===== config.mk =====
export PLATFORM = sky130hd
export DESIGN_NAME = sort_check_monitor
export DESIGN_NICKNAME = d
export VERILOG_FILES = /design/src/rtl/sort_check_monitor_pkg.sv /design/src/rtl/sort_check_monitor_order.sv /design/src/rtl/sort_check_monitor.sv
export SDC_FILE = /design/constraint.sdc
export NUM_CORES = 1
export LEC_CHECK = 0
export ABC_AREA = 0
export BUFFER_PORTS_ARGS = -buffer_cell sky130_fd_sc_hd__buf_2
export CAP_MARGIN = 0
export CELL_PAD_IN_SITES_DETAIL_PLACEMENT = 0
export CELL_PAD_IN_SITES_GLOBAL_PLACEMENT = 2
export CORE_ASPECT_RATIO = 0.8
export CORE_UTILIZATION = 36
export DETAILED_ROUTE_END_ITERATION = 10
export GPL_TIMING_DRIVEN = 0
export PLACE_DENSITY = 0.8
export SYNTH_ARGS = -nofsm -noshare
export SYNTH_HDL_FRONTEND = slang
export SYNTH_HIERARCHICAL = 1
export SYNTH_SLANG_ARGS = --single-unit

===== constraint.sdc =====
create_clock -name clk_i -period 6.24 [get_ports clk_i]
set_input_delay 0.624 -clock clk_i [delete_from_list [all_inputs] [get_ports clk_i]]
set_output_delay 0.624 -clock clk_i [all_outputs]
set_load 0.01 [all_outputs]

===== src/rtl/sort_check_monitor_pkg.sv =====
// sort_check_monitor_pkg: shared state encoding and constants for the self-check monitor.
// Contents: state_t (S_RUN, S_WALK, S_SIG, S_DONE) and FAIL_SIG, the fail index that
// reports a signature mismatch rather than an ordering violation.
package sort_check_monitor_pkg;

  typedef enum logic [1:0] {
    S_RUN  = 2'd0,
    S_WALK = 2'd1,
    S_SIG  = 2'd2,
    S_DONE = 2'd3
  } state_t;

  localparam logic [5:0] FAIL_SIG = 6'd63;

endpackage


===== src/rtl/sort_check_monitor_order.sv =====
// order_cmp: combinational pair check; ok = 1 when a may precede b under ORDER.
// Ports: a, b (WIDTH) in; ok out. ORDER 0 = a <= b, 1 = a >= b, 2 = always ok.
// SIGNED_CMP selects two's-complement compare. Equal values always pass.
module order_cmp
  import sort_check_monitor_pkg::*;
#(
  parameter int WIDTH      = 32,
  parameter int SIGNED_CMP = 0,
  parameter int ORDER      = 0
) (
  input  logic [WIDTH-1:0] a,
  input  logic [WIDTH-1:0] b,
  output logic             ok
);

  logic le_ab;
  logic ge_ab;

  always_comb begin
    if (SIGNED_CMP != 0) begin
      le_ab = ($signed(a) <= $signed(b));
      ge_ab = ($signed(a) >= $signed(b));
    end else begin
      le_ab = (a <= b);
      ge_ab = (a >= b);
    end
    case (ORDER)
      0:       ok = le_ab;
      1:       ok = ge_ab;
      default: ok = 1'b1;
    endcase
  end

endmodule


===== src/rtl/sort_check_monitor.sv =====
// sort_check_monitor: snoops data-memory writes into an N-word shadow window, then on a
// halt write or timeout walks the window for ordering and checks a signature register.
// Ports: clk_i/rst_i (sync, active high), mem_* snoop port, sig_value_i; done/pass/timeout/fail_idx/write_cnt out.
module sort_check_monitor
  import sort_check_monitor_pkg::*;
#(
  parameter int WIDTH      = 32,
  parameter int ADDR_W     = 32,
  parameter int BASE_ADDR  = 20,
  parameter int N          = 6,
  parameter int ADDR_LSB   = 0,
  parameter int HALT_ADDR  = 1023,
  parameter int TIMEOUT    = 4000,
  parameter int ORDER      = 0,
  parameter int SIGNED_CMP = 0,
  parameter int SIGNATURE  = 12833
) (
  input  logic              clk_i,
  input  logic              rst_i,
  input  logic              mem_write_i,
  input  logic [ADDR_W-1:0] mem_addr_i,
  input  logic [WIDTH-1:0]  mem_wdata_i,
  input  logic [WIDTH-1:0]  sig_value_i,
  output logic              done_o,
  output logic              pass_o,
  output logic              timeout_o,
  output logic [5:0]        fail_idx_o,
  output logic [15:0]       write_cnt_o
);

  localparam int                IDX_W    = $clog2(N);
  localparam logic [ADDR_W-1:0] BASE_W   = ADDR_W'(BASE_ADDR);
  localparam logic [ADDR_W-1:0] LIMIT_W  = ADDR_W'(BASE_ADDR + N);
  localparam logic [ADDR_W-1:0] HALT_W   = ADDR_W'(HALT_ADDR);
  localparam logic [IDX_W-1:0]  LAST_IDX = IDX_W'(N - 2);
  localparam logic [31:0]       TMO_LAST = 32'(TIMEOUT - 1);
  localparam logic [WIDTH-1:0]  SIG_W    = WIDTH'(SIGNATURE);

  state_t             state_q, state_d;
  logic [IDX_W-1:0]   idx_q, idx_d;
  logic [31:0]        cyc_q, cyc_d;
  logic               to_hit_q, to_hit_d;
  logic               done_q, done_d;
  logic               pass_q, pass_d;
  logic               timeout_q, timeout_d;
  logic [5:0]         fail_idx_q, fail_idx_d;
  logic [15:0]        write_cnt_q, write_cnt_d;
  logic [WIDTH-1:0]   shadow_q [N];
  logic [WIDTH-1:0]   shadow_d [N];

  logic [ADDR_W-1:0]  word_idx;
  logic [IDX_W-1:0]   win_idx;
  logic [IDX_W-1:0]   idx_nxt;
  logic               is_halt;
  logic               in_win;
  logic               pair_ok;

  assign word_idx = mem_addr_i >> ADDR_LSB;
  assign win_idx  = IDX_W'(word_idx - BASE_W);
  assign idx_nxt  = idx_q + IDX_W'(1);
  assign is_halt  = mem_write_i && (word_idx == HALT_W);
  // A halt write is never stored, even if HALT_ADDR sits inside the window.
  assign in_win   = mem_write_i && !is_halt && (word_idx >= BASE_W) && (word_idx < LIMIT_W);

  order_cmp #(
    .WIDTH      (WIDTH),
    .SIGNED_CMP (SIGNED_CMP),
    .ORDER      (ORDER)
  ) u_cmp (
    .a  (shadow_q[idx_q]),
    .b  (shadow_q[idx_nxt]),
    .ok (pair_ok)
  );

  always_comb begin
    state_d     = state_q;
    idx_d       = idx_q;
    cyc_d       = cyc_q;
    to_hit_d    = to_hit_q;
    done_d      = done_q;
    pass_d      = pass_q;
    timeout_d   = timeout_q;
    fail_idx_d  = fail_idx_q;
    write_cnt_d = write_cnt_q;
    shadow_d    = shadow_q;

    case (state_q)
      S_RUN: begin
        cyc_d = cyc_q + 32'd1;
        if (in_win) begin
          shadow_d[win_idx] = mem_wdata_i;
          if (write_cnt_q != 16'hFFFF) write_cnt_d = write_cnt_q + 16'd1;
        end
        // Halt wins over a coincident timeout, so the timeout flag is only
        // latched when no halt arrives in the trigger cycle.
        if (is_halt || (cyc_q == TMO_LAST)) begin
          // With no ordering to check, go straight to the signature so done
          // rises two cycles after the trigger.
          state_d  = (ORDER == 2) ? S_SIG : S_WALK;
          idx_d    = '0;
          to_hit_d = !is_halt;
        end
      end
      S_WALK: begin
        if (!pair_ok) begin
          state_d    = S_DONE;
          done_d     = 1'b1;
          pass_d     = 1'b0;
          fail_idx_d = 6'(idx_q);
          timeout_d  = to_hit_q;
        end else if (idx_q == LAST_IDX) begin
          state_d = S_SIG;
        end else begin
          idx_d = idx_nxt;
        end
      end
      S_SIG: begin
        state_d   = S_DONE;
        done_d    = 1'b1;
        timeout_d = to_hit_q;
        if (sig_value_i == SIG_W) begin
          pass_d     = 1'b1;
          fail_idx_d = 6'd0;
        end else begin
          pass_d     = 1'b0;
          fail_idx_d = FAIL_SIG;
        end
      end
      default: ;
    endcase
  end

  always_ff @(posedge clk_i) begin
    if (rst_i) begin
      state_q     <= S_RUN;
      idx_q       <= '0;
      cyc_q       <= '0;
      to_hit_q    <= 1'b0;
      done_q      <= 1'b0;
      pass_q      <= 1'b0;
      timeout_q   <= 1'b0;
      fail_idx_q  <= '0;
      write_cnt_q <= '0;
      for (int k = 0; k < N; k++) shadow_q[k] <= '0;
    end else begin
      state_q     <= state_d;
      idx_q       <= idx_d;
      cyc_q       <= cyc_d;
      to_hit_q    <= to_hit_d;
      done_q      <= done_d;
      pass_q      <= pass_d;
      timeout_q   <= timeout_d;
      fail_idx_q  <= fail_idx_d;
      write_cnt_q <= write_cnt_d;
      shadow_q    <= shadow_d;
    end
  end

  assign done_o      = done_q;
  assign pass_o      = pass_q;
  assign timeout_o   = timeout_q;
  assign fail_idx_o  = fail_idx_q;
  assign write_cnt_o = write_cnt_q;

endmodule


== Word level (Yosys, flattened, before mapping) ==
Cells that the tools add are included.

* Input port bits: 99
* RAM bits: 0
* Register bits after elaboration: 255
* Memories: 0
* Latch bits: 0
* ROM bits: 0
* Word-level logic and storage cells: 85

* Muxes and demuxes: 27
* Equality and inequality tests: 12
* Add/subtract/negate cells: 4
* Reductions and logical operators: 17
* Multiply operators: 0
* Magnitude comparators: 7
* Shifts and indexed selects: 0
* Bitwise operators: 3
* Divide/modulo/power cells: 0

{| class="wikitable"
|+ Operators by type and width
! operator !! count
|-
| binary-select mux 32 bit (select 3 bit) || 2
|-
| bitwise mux 192 bit || 1
|-
| two-way mux 32 bit || 5
|-
| demux 32 bit (select 3 bit) || 1
|-
| adder 32 x 1 -> 32 bit, second input constant || 1
|-
| == test 32 x 10 -> 1 bit, second input constant || 1
|-
| == test 32 x 12 -> 1 bit, second input constant || 1
|-
| == test 32 x 14 -> 1 bit, second input constant || 1
|-
| greater-or-equal comparator 32 x 5 -> 1 bit, second input constant || 1
|-
| <= comparator 32 bit || 1
|-
| < comparator 32 x 5 -> 1 bit, second input constant || 1
|-
| adder 16 x 1 -> 16 bit, second input constant || 1
|-
| inequality test 16 bit, second input constant || 1
|-
| greater-or-equal comparator 4 bit, second input constant || 3
|-
| two-way mux 6 bit || 2
|-
| NOT 3 -> 4 bit || 3
|-
| case mux 6 bit (2 select lines) || 1
|-
| two-way mux 3 bit || 3
|-
| inequality test 2 bit, second input constant || 4
|-
| two-way mux 2 bit || 3
|-
| case mux 1 bit (2 select lines) || 3
|-
| case mux 2 bit (3 select lines) || 1
|-
| case mux 3 bit (2 select lines) || 1
|-
| AND reduction 2 bit || 3
|-
| other kinds (16) || 25
|}

== Logic depth before layout (Yosys ltp) ==
Gate-level depths: netlist of run 1.

* Depth in word-level cells: 8
* Depth in mapped cells: 24
* Depth with buffers taken out: 18

== Cells and area by module ==
The synthesis of run 1 kept the hierarchy.

{| class="wikitable"
|+ Modules (own cells, without submodules)
! module !! area an instance (µm²) !! cells each !! times used
|-
| sort_check_monitor || 12682.2 || 1516 || 1
|-
| order_cmp || 815.8 || 115 || 1
|}

== Worst setup path after synthesis of run 1 ==
No wires, ideal clock.

* Path kind: reg2reg
* Start point: register idx_q[0]
* End point: register idx_q[0]
* Stages on the path, launching flop included: 23
* Period minus slack after synthesis: 4.713 ns
* Library setup time: 0.072 ns
* Path slack: 1.527 ns
* Arrival: 4.642 ns
* Path buffers: 6
* Path through: dfxtp_1 > clkbuf_1 > buf_2 > buf_2 > buf_2 > inv_1 > ha_1 > clkbuf_1 > clkbuf_1 > mux4_2 > nand2_1 > o31ai_1 > inv_1 > ha_1 > a21oi_1 > o21ai_0 > a221oi_1 > a31oi_1 > o21ai_1 > nand2_1 > a21o_1 > a22oi_1 > mux2i_1

* Word-level cells in the longest chain between the ends: 8
* Elaborated cells on any way between the ends: 17

{| class="wikitable"
|+ RTL lines
! item !! RTL line !! RTL
|-
| start, declared || sort_check_monitor.sv:40 || <nowiki>logic [IDX_W-1:0] idx_q, idx_d;</nowiki>
|-
| start signal, assigned || sort_check_monitor.sv:147 || <nowiki>idx_q <= idx_d;</nowiki>
|-
| adder 3 x 1 -> 3 bit || sort_check_monitor.sv:60 || <nowiki>assign idx_nxt = idx_q + IDX_W'(1);</nowiki>
|-
| NOT 3 -> 4 bit (not written as such) || sort_check_monitor.sv:71 || <nowiki>.b (shadow_q[idx_nxt]),</nowiki>
|-
| binary-select mux 32 bit (select 3 bit) || sort_check_monitor.sv:71 ||
|-
| two-way mux 32 bit (not written as such) (2 in a row) || sort_check_monitor.sv:71 ||
|-
| <= comparator 32 bit * || sort_check_monitor_order.sv:24 || <nowiki>le_ab = (a <= b);</nowiki>
|-
| via pair_ok || sort_check_monitor.sv:56 || <nowiki>logic pair_ok;</nowiki>
|-
| inequality test 2 bit (no line) * || -- ||
|-
| AND reduction 4 bit (no line) * || -- ||
|}

The timed path passes the listed nets; every way through them passes the cells marked *. The select of a mux whose other input is x is not followed.
A chain may end at the register's enable or synchronous reset.

== Final worst setup path of run 1 ==
* Start point: register idx_q[0]
* End point: register idx_q[1]

The elaborated chain is that of the path after synthesis.

==> impl_metrics.toml, run 1 <==
[detailed_routing]
drt_iter0_drc = 807
vias = 12240
routed_via_density = 5.354
drtPass1Iterations = 7
route.final.wire_length_um = 45220
wl_per_cell_um = 19.77
drc = 0
ant_nets = 0

[cells_and_area]
finish.utilization_pct = 42.38
area_delta_synth_final_pct = 16.08
layout-drive-gt1-share_pct = 15.67
fill_cells = 3796
nNetsFinal = 1923
n_antenna_cell = 0

[floorplan]
ios = 124
core_um2 = 36970
num_rows = 63
dieArea_um2 = 38280
start_util_pct = 36.51
fp.dieH_um = 175.2
die_x_um = 218.5

[power]
power.density_nw_per_um2 = 225.2
pwr-share-comb_pct = 5.7
clkPwrFrac_pct = 47.9
p_switching_uw = 836.7
power_frac_seq_pct = 46.4
p_int_mw = 2.691
power.leakage_nw = 5.169
swShare_pct = 23.72
ir_drop_v = 0.0001720
p_total_mw = 3.528

[clock_network]
cts_sinks = 253
cts_buffer_depth = 3
clockRootBuffer = "clkbuf_16"
hold_buffers = 0
cts_buffers = 29
cts_setup_buffers = 0
clk_pin_slew_worst_paths_ns = 0.06
cts_tree = "built"
htreeDepth = 1
clk_latency_ns = 0.56

[logic_synthesis]
ys_seq_area_share_pct = 37.52
synth_cell_types = 48
syn_nets = 1770
synth-main-ff-cell = "dfxtp_1"
yosys_warnings = 6
synth-seq-cells = 253
syn-cell-area_um2 = 13500
async_reset_ff_share_pct = 0
syn_area_per_cell_um2 = 8.276
syn_inst = 1631
synth_edf_count = 0

[critical_path]
startpoint_type = "flip-flop"
r2r_slack_ns = 0.35
critPathMaxFanout = 10
reg2reg_from = "idx_q[0]"
arrival_ns = 6.36
endpoint_kind = "flip-flop"
r2r_end = "idx_q[1]"
reg2reg_depth = 22
worst-setup-path-type = "flip-flop to flip-flop"
cp.required_ns = 6.72

[hold_path]
min_from = "mem_wdata_i[3]"
min_to = "shadow_q[35]"
min_path_type = "primary input to flip-flop"
hold_path_depth = 3

[place]
hpwl_um = 32370
gp_congestion = 0.8109
io_buffers = 122

[grt]
grt.total_usage_pct = 23.79
grtUsageMet2_pct = 37.21
grt_max_degree = 14
grt.overflow.total = 0
grt_pass1_vias = 11950
grt.met3_usage_pct = 3.133
top_usage_layer = "met2"
grtUsageMet1_pct = 34.70
grt_antenna_before_repair = 0
grt_pass1_wl_um = 70190

[timing]
worst_pin_slew_ns = 1.033
maxSlewHeadroom_pct = 31.11
fin_crit_sh_pct = 94.32
finalSetupViolCount = 0
fin_crit_ns = 5.886
hold_viol_final = 0
fmax_mhz = 169.9
slew_violations = 0
clock_skew_ns = 0.008467

[job]
max-cap-violations = 0

[status]
status = "finished, final reports clean"
[flip-flops by register name, summed over array words and instances (netlist names)]
register and count:
idx_q 3, state_q 2, shadow_q 192, pass_o 1, write_cnt_o 16, timeout_o 1, to_hit_q 1, fail_idx_o 4
done_o 1, cyc_q 32
[worst max-delay path, stage by stage (launching register included)]
cell and delay, ns:
dfxtp_1 0.35, clkbuf_1 0.23, clkbuf_4 0.33, clkbuf_4 0.33, buf_4 0.29, inv_1 0.09, ha_1 0.30, clkbuf_2 0.36
clkbuf_2 0.37, mux4_2 0.34, nand2_1 0.08, o31ai_1 0.07, inv_1 0.08, ha_1 0.23, a21oi_1 0.13, o21ai_0 0.15
a221oi_1 0.44, o31ai_1 0.17, o21ai_1 0.37, nand2_1 0.29, a21o_1 0.25, a22oi_2 0.28, mux2i_1 0.25
[routing by layer]
layer  wire length (um)  part of all wire [%]
met4                944                   2.1
met5                  0                     0
met1              21800                    48
met2              20070                    44
met3               2406                   5.3
[synth_stat cells (5+ instances only)]
cell / number / area share (%)
nand2_1: 454 / 13
nor2_1: 50 / 1.4
nor4b_1: 5 / 0.32
xnor2_1: 14 / 0.91
o31ai_1: 35 / 1.9
inv_1: 83 / 2.3
buf_1: 10 / 0.28
dfxtp_1: 253 / 38
nand3_1: 21 / 0.78
nor4_1: 19 / 0.88
or3_1: 16 / 0.74
and3_1: 13 / 0.60
buf_2: 32 / 1.2
nand4_1: 29 / 1.3
mux2i_1: 69 / 5.1
o22ai_1: 32 / 1.5
o21ai_0: 16 / 0.59
clkbuf_1: 68 / 1.9
buf_6: 7 / 0.58
a21oi_1: 227 / 8.4
ha_1: 40 / 3.7
xor2_1: 19 / 1.2
mux4_2: 64 / 11
[logic make-up (layout without fill, tap and decap cells)]
family,count (synthesis),count (layout),synth area share [%]
AOI/OAI and AO/OA,327,327,13.43
muxes,133,133,15.80
DFF,253,253,37.52
adders and majority gates,40,40,3.708
xor gates and xnor gates,33,33,2.141
and+or+nand+nor,641,641,20.93
buffers and inverters,204,373,6.470
[what timing repair did]
item                       4_1_cts  5_1_grt
resized for setup                5        7
setup endpoints to repair       12       12
gates cloned                     0        0
[how the worst max path moves through the flow]
stage	startpoint	to	slack [ns]
floorplan	idx_q[0]	idx_q[0]	1.53
finish	idx_q[0]	idx_q[1]	0.35
CTS	idx_q[0]	idx_q[1]	0.06
detailed placement	idx_q[0]	idx_q[1]	-0.64
global route	idx_q[0]	state_q[0]	-0.01
global placement	idx_q[0]	timeout_o	-0.60
[stage by stage]
| stage | setup TNS, ns | area [um^2] | setup WS [ns] | hold WS, ns | std cells |
|---|---|---|---|---|---|
| 2_1_floorplan | 0 | 13500 | 1.527 | 0.4430 | 1631 |
| 3_3_place_gp | -6.153 | 14720 | -0.6016 | 0.4393 | 2240 |
| 3_5_place_dp | -6.577 | 14720 | -0.6369 | 0.4418 | 2240 |
| 4_1_cts | 0 | 15650 | 0.05582 | 0.3397 | 2287 |
| 5_1_grt | -0.01419 | 15670 | -0.01419 | 0.3622 | 2287 |
| 6_report | 0 | 15670 | 0.3544 | 0.3608 | 2287 |
[final cells by class]
cell class / instances / area (um^2) / area share, %
Buffer: 121 / 576.8 / 3.681
Clock buffer: 45 / 885.9 / 5.654
Clock inverter: 2 / 35.03 / 0.2236
Inverter: 83 / 311.5 / 1.988
Multi-Input combinational cell: 1174 / 7575 / 48.34
Sequential cell: 253 / 5065 / 32.32
Tap cell: 487 / 609.3 / 3.889
Timing Repair Buffer: 122 / 610.6 / 3.897
[layout by cell type (no fill, tap or decap), types with 35 or more instances in the layout]
master / n
a21oi_1: 227
mux4_2: 64
inv_1: 83
ha_1: 40
buf_2: 151
o31ai_1: 35
mux2i_1: 69
nor2_1: 50
dfxtp_1: 253
clkbuf_1: 70
nand2_1: 454
[power by group through the flow]
| stage | combinational (mW) | sequential, mW | clock (mW) |
|---|---|---|---|
| after floorplan | 0.0944 | 1.67 | 0 |
| after global placement | 0.194 | 1.67 | 0 |
| after detailed placement | 0.196 | 1.67 | 0 |
| after CTS | 0.197 | 1.64 | 1.73 |
| after global routing | 0.220 | 1.64 | 1.80 |
| final | 0.200 | 1.64 | 1.69 |
No activity file was read; power rests on OpenSTA's default activity.
==> run 2, diff against run 1 <==
--- a/config.mk
+++ b/config.mk
@@ -14,7 +14,7 @@
 export CORE_UTILIZATION = 36
 export DETAILED_ROUTE_END_ITERATION = 10
 export GPL_TIMING_DRIVEN = 0
-export PLACE_DENSITY = 0.8
+export PLACE_DENSITY_LB_ADDON = 0.1
 export SYNTH_ARGS = -nofsm -noshare
 export SYNTH_HDL_FRONTEND = slang
 export SYNTH_HIERARCHICAL = 1
==> run 2 against run 1 <==
  * The run now ends with design-rule violations left
  * Worst setup slack better by 0.0041 ns
  * Power is 1.8% lower
  * Critical path depth is 2 lower
  * Routed wire length is 4.2% higher
  * Combinational power hardly changed
  * Die area stayed put
  * Clock power is 4% lower
  * Largest cell class unchanged
  * Highest routed layer unchanged
==> impl_metrics.toml, run 2 (same netlist as run 1, synthesis figures left out) <==
[timing]
clock_skew_ns = 0.02028
finalSetupViolCount = 0
worst_pin_slew_ns = 1.064
fin_crit_ns = 5.881
fin_crit_sh_pct = 94.25
slew_violations = 0
fmax_mhz = 170.0
rsz0062_at_grt = "no"
fin_ws_ns = 0.3585
finalSetupTns_ns = 0
maxSlewHeadroom_pct = 29.04
hold_viol_final = 0
fin_hold_ws_ns = 0.3417

[clock_network]
clk_latency_ns = 0.57
cts_sinks = 253
cts_buffers = 29
cts_tree = "built"
clk_pin_slew_worst_paths_ns = 0.06
htreeDepth = 1
clockRootBuffer = "clkbuf_16"
hold_buffers = 0
cts_buffer_depth = 3

[floorplan]
die_x_um = 218.5
dieArea_um2 = 38280
start_util_pct = 36.51
core_um2 = 36970
fp.dieH_um = 175.2
num_rows = 63
ios = 124

[grt]
grt_pass1_wl_um = 71730
grt_pass1_vias = 11930
grt.met3_usage_pct = 3.655
grtUsageMet1_pct = 35.83
grt.total_usage_pct = 24.65
top_usage_layer = "met2"
grt.overflow.total = 0
grt_antenna_before_repair = 0
grtUsageMet2_pct = 37.88
grt_max_degree = 14

[job]
max-cap-violations = 0

[detailed_routing]
ant_nets = 0
route.final.wire_length_um = 47130
drtPass1Iterations = 10
drt_iter0_drc = 1008
routed_via_density = 5.392
vias = 12340
drc = 2
wl_per_cell_um = 20.59

[cells_and_area]
top_register = "shadow_q"
stdcell_count = 2289
nNetsFinal = 1922
area_delta_synth_final_pct = 15.57
largest_reg_flops = 192
most-common-layout-cells = "nand2_1, dfxtp_1, a21oi_1, buf_2, inv_1"
layout-drive-gt1-share_pct = 15.32
final_common_cell = "nand2_1"
n_antenna_cell = 0
final_area_um2 = 15600
finish.utilization_pct = 42.20

[place]
post-place-ws_ns = -0.7997
placed_cells = 2240
gp_congestion = 0.8196
hpwl_um = 33050
io_buffers = 122
placed_cell_area_um2 = 14720

[critical_path]
r2r_end = "idx_q[1]"
crit_slowest_cell = "a221oi_1"
r2r_slack_ns = 0.36
startpoint_type = "flip-flop"
arrival_ns = 6.36
reg2reg_from = "idx_q[0]"
worst-setup-path-type = "flip-flop to flip-flop"
slowest_delay_ns = 0.52
reg2reg_depth = 20
critPathMaxFanout = 19
endpoint_kind = "flip-flop"
cp.required_ns = 6.72
cp_cell_sequence = "clkbuf_1 > clkbuf_4 > buf_4 > inv_1 > ha_1 > clkbuf_2 > clkbuf_4 > mux4_2 > nand2_1 > o31ai_1 > inv_1 > ha_1 > and4_1 > a221oi_1 > o31ai_1 > o21ai_1 > nand2_1 > a21o_1 > a22oi_1 > mux2i_1"

[hold_path]
hold_path_depth = 3
min_path_type = "primary input to flip-flop"
min_to = "shadow_q[42]"
min_from = "mem_wdata_i[10]"

[power]
p_total_mw = 3.466
power.density_nw_per_um2 = 222.2
power.leakage_nw = 5.134
ir_drop_v = 0.0001526

[status]
status = "finished with violations"
failed_checks = "design-rule violations"
[run 2: how the worst max path moves through the flow]
stage | start | end | slack [ns] | cells after the start
2_1_floorplan | idx_q[0] | idx_q[0] | 1.53 | 22
3_5_place_dp | idx_q[0] | timeout_o | -0.80 | 22
4_1_cts | idx_q[0] | idx_q[1] | 0.01 | 22
6_report | idx_q[0] | idx_q[1] | 0.36 | 20
5_1_grt | idx_q[0] | idx_q[1] | 0.05 | 21
3_3_place_gp | idx_q[0] | timeout_o | -0.76 | 22
[run 2: layout make-up]
| type | count | area [um^2] |
|---|---|---|
| flip-flops and latches | 253 | 5065 |
| inverters | 83 | 311.5 |
| repair buffers | 122 | 610.6 |
| well taps | 487 | 609.3 |
| clock inverters | 3 | 15.01 |
| clock buffers | 47 | 853.3 |
| fillers | 3866 | 21370 |
| plain buffers | 120 | 571.8 |
| multi-input cells | 1174 | 7564 |
[run 2: layer usage]
layer,up-vias,share of wire [%]
met5,-,0
met4,0,2.5
met3,70,5.5
met2,323,44
met1,5977,48
li1,5972,-
[run 2: report_power, final]
part / internal [mW] / total (mW) / switching, mW
registers: 1.63 / 1.64 / 0.0103
clock network: 0.922 / 1.63 / 0.708
logic: 0.0646 / 0.199 / 0.135
total: 2.61 / 3.47 / 0.853
[run 2: what timing repair did]
action | CTS | global route
setup buffers | 0 | 0
setup endpoints to repair | 12 | 12
gates resized for setup | 7 | 3
[run 2: critical path: cells and delay by family (launching register included)]
family,cells,cell delay (ns)
and+or+nand+nor,3,0.62
buffers and inverters,7,1.96
muxes,2,0.60
adders and majority gates,2,0.55
AOI/OAI and AO/OA,6,1.72
DFF,1,0.33
==> run 3, diff against run 2 <==
--- a/config.mk
+++ b/config.mk
@@ -6,7 +6,7 @@
 export NUM_CORES = 1
 export LEC_CHECK = 0
 export ABC_AREA = 0
-export BUFFER_PORTS_ARGS = -buffer_cell sky130_fd_sc_hd__buf_2
+export BUFFER_PORTS_ARGS = -buffer_cell sky130_fd_sc_hd__buf_4
 export CAP_MARGIN = 0
 export CELL_PAD_IN_SITES_DETAIL_PLACEMENT = 0
 export CELL_PAD_IN_SITES_GLOBAL_PLACEMENT = 2
@@ -17,5 +17,4 @@
 export PLACE_DENSITY_LB_ADDON = 0.1
 export SYNTH_ARGS = -nofsm -noshare
 export SYNTH_HDL_FRONTEND = slang
-export SYNTH_HIERARCHICAL = 1
 export SYNTH_SLANG_ARGS = --single-unit
==> run 3 against run 2 <==
  * The flow now finishes without violations
  * Sequential cell count is the same
  * Clock skew shrank 0.00056 ns
  * Die area shrank 1.6%
  * Synthesized cell count shrank 2.5%
  * Design area grew 1.8%
  * Core utilization grew 1.7 points
  * Worst setup slack gained 0.034 ns
  * Global-route usage shrank 0.90 points
  * Synthesized area shrank 1.6%
  * Routed wire length shrank 4.6%
  * Critical path type unchanged
  * Largest power group is now clock
  * Highest routed layer unchanged
==> impl_metrics.toml, run 3 <==
[floorplan]
die_x_um = 216.8
num_rows = 62
fp.dieH_um = 173.8
start_util_pct = 36.75
core_um2 = 36150
dieArea_um2 = 37680
ios = 124

[clock_network]
cts_tree = "built"
htreeDepth = 1
clockRootBuffer = "clkbuf_16"
cts_sinks = 253
cts_buffers = 30
clk_latency_ns = 0.59
cts_buffer_depth = 3
cts_setup_buffers = 0
clk_pin_slew_worst_paths_ns = 0.06

[critical_path]
r2r_end = "pass_o"
reg2reg_from = "idx_q[0]"
reg2reg_depth = 17
cp-startpoint = "idx_q[0]"
endpoint_kind = "flip-flop"
cp_cell_sequence = "clkbuf_1 > clkbuf_2 > clkbuf_2 > inv_1 > ha_1 > clkbuf_2 > clkbuf_2 > mux4_2 > a21oi_1 > ha_1 > a21oi_1 > o21ai_0 > a221oi_1 > a211oi_1 > a211oi_4 > mux2i_1 > nor2_1"
critPathTopFamily = "buffers and inverters"
critPathMaxFanout = 10
arrival_ns = 6.28
slowest_delay_ns = 0.61
r2r_slack_ns = 0.39
crit_slowest_cell = "a221oi_1"
crit_top_cell = "clkbuf_2"
worst-setup-path-type = "flip-flop to flip-flop"
startpoint_type = "flip-flop"
cp.required_ns = 6.68
crit_buf_inv = 6

[grt]
grt_max_degree = 16
grt.total_usage_pct = 23.75
grt_pass1_wl_um = 68460
grt.overflow.total = 0
grt_pass1_vias = 11190
grt_antenna_before_repair = 0

[cells_and_area]
final_area_um2 = 15880
final_common_cell = "nand2_1"
fill_cells = 3753
most-common-layout-cells = "nand2_1, dfxtp_1, a21oi_1, buf_4, clkbuf_1"
layout-drive-gt1-share_pct = 16.14
nNetsFinal = 1882
n_antenna_cell = 0
top_register = "shadow_q"
largest_reg_flops = 192
area_delta_synth_final_pct = 19.56
finish.utilization_pct = 43.94

[timing]
fin_hold_ws_ns = 0.3224
fin_crit_sh_pct = 93.71
finalSetupViolCount = 0
hold_viol_final = 0
clock_skew_ns = 0.01972
fmax_mhz = 171.0
worst_pin_slew_ns = 1.179
slew_violations = 0
maxSlewHeadroom_pct = 21.39
fin_crit_ns = 5.848
rsz0062_at_grt = "no"

[status]
status = "finished, final reports clean"

[detailed_routing]
drtPass1Iterations = 5
drt_iter0_drc = 954
drc = 0
route.final.wire_length_um = 44950
routed_via_density = 5.317
vias = 11940
ant_nets = 0
wl_per_cell_um = 20.01

[logic_synthesis]
syn_area_per_cell_um2 = 8.355
synth_edf_count = 0
syn-cell-area_um2 = 13280
synth-seq-cells = 253
synth-main-ff-cell = "dfxtp_1"
synthTopCellsByCount = "nand2_1, dfxtp_1, a21oi_1"
synth_cell_types = 51
syn_inst = 1590
yosys_warnings = 0
syn_nets = 1729
yosysMostFrequentCell = "nand2_1"
ys_top_cells_by_area = "dfxtp_1, nand2_1, mux4_2"
ys_seq_area_share_pct = 38.13
async_reset_ff_share_pct = 0
yosysTopAreaCell = "dfxtp_1"
yosys.area.top_type_share_pct = 38.13

[hold_path]
min_to = "shadow_q[56]"
hold_path_depth = 3
min_from = "mem_wdata_i[24]"
min_path_type = "primary input to flip-flop"

[power]
power.leakage_nw = 5.234
ir_drop_v = 0.0002218
power.density_nw_per_um2 = 242.6

[place]
gp_congestion = 0.8602
hpwl_um = 33370
placed_cell_area_um2 = 14790
io_buffers = 121

[job]
max-cap-violations = 0
[run 3: cell count changes after synthesis, moves of 8 or more]
cell | previous run | this run
nor2_1 | 50 | 68
inv_1 | 83 | 16
nor3_1 | 3 | 38
o21ai_0 | 16 | 46
a21oi_1 | 227 | 250
buf_2 | 32 | 24
xor2_1 | 19 | 28
o31ai_1 | 35 | 2
o22ai_1 | 32 | 0
[run 3: through the flow]
step	std cells	worst slack [ns]	total power, mW	TNS (ns)
finish	2246	0.3925	3.853	0
global placement	2191	-0.7872	1.966	-8.008
CTS	2246	0.2111	3.891	0
detailed placement	2191	-0.8063	1.967	-8.170
global route	2246	0.1083	3.981	0
floorplan	1590	1.385	1.833	0
[run 3: logic make-up (layout without fill, tap and decap cells)]
group	after synthesis	in the layout	share of synthesized area, %
compound gates	314	314	12.43
mux	139	139	16.50
xor+xnor	38	38	2.505
fa+ha+maj	40	40	3.768
buf+inv	132	308	4.238
flops	253	253	38.13
simple gates	674	674	22.43
[run 3: worst max-delay path by stage]
stage,to,slack [ns],depth (start not counted)
finish,pass_o,0.39,17
global route,timeout_o,0.11,17
CTS,pass_o,0.21,17
detailed placement,pass_o,-0.81,17
global placement,pass_o,-0.79,17
floorplan,state_q[0],1.39,17
[run 3: area by class of cell]
| cell class | instances | area, um^2 | share of cell area, % |
|---|---|---|---|
| plain buffers | 116 | 509.2 | 3.206 |
| clock inverters | 11 | 193.9 | 1.221 |
| inverters | 16 | 60.06 | 0.3781 |
| clock buffers | 44 | 883.3 | 5.562 |
| multi-input cells | 1205 | 7662 | 48.24 |
| repair buffers | 121 | 908.4 | 5.719 |
| well taps | 480 | 600.6 | 3.781 |
| flip-flops and latches | 253 | 5065 | 31.89 |
[run 3: where the power goes]
part | internal (mW) | switching [mW] | leakage, nW
registers | 1.63 | 0.00992 | 2.04
clock network | 1.18 | 0.740 | 0.528
logic | 0.119 | 0.176 | 2.67
total | 2.93 | 0.926 | 5.23
[run 3: timing repair]
action,CTS,global route
gates resized for setup,5,1
hold buffers,0,0
pin swaps,0,0
setup endpoints to repair,12,8
[run 3: per-layer routing]
metal | vias up | share of wire (%) | track usage, %
li1 | 5868 | - | -
met1 | 5743 | 52 | 37.83
met2 | 276 | 40 | 33.19
met3 | 54 | 5.9 | 3.649
met4 | 0 | 1.8 | 4.636
met5 | - | 0 | 0
[run 3: worst reg2reg max path: stages, from the launching register on]
cell and delay [ns]:
dfxtp_1 0.34, clkbuf_1 0.43, clkbuf_2 0.42, clkbuf_2 0.39, inv_1 0.08, ha_1 0.30, clkbuf_2 0.37, clkbuf_2 0.43
mux4_2 0.39, a21oi_1 0.18, ha_1 0.27, a21oi_1 0.14, o21ai_0 0.18, a221oi_1 0.61, a211oi_1 0.29, a211oi_4 0.58
mux2i_1 0.25, nor2_1 0.05
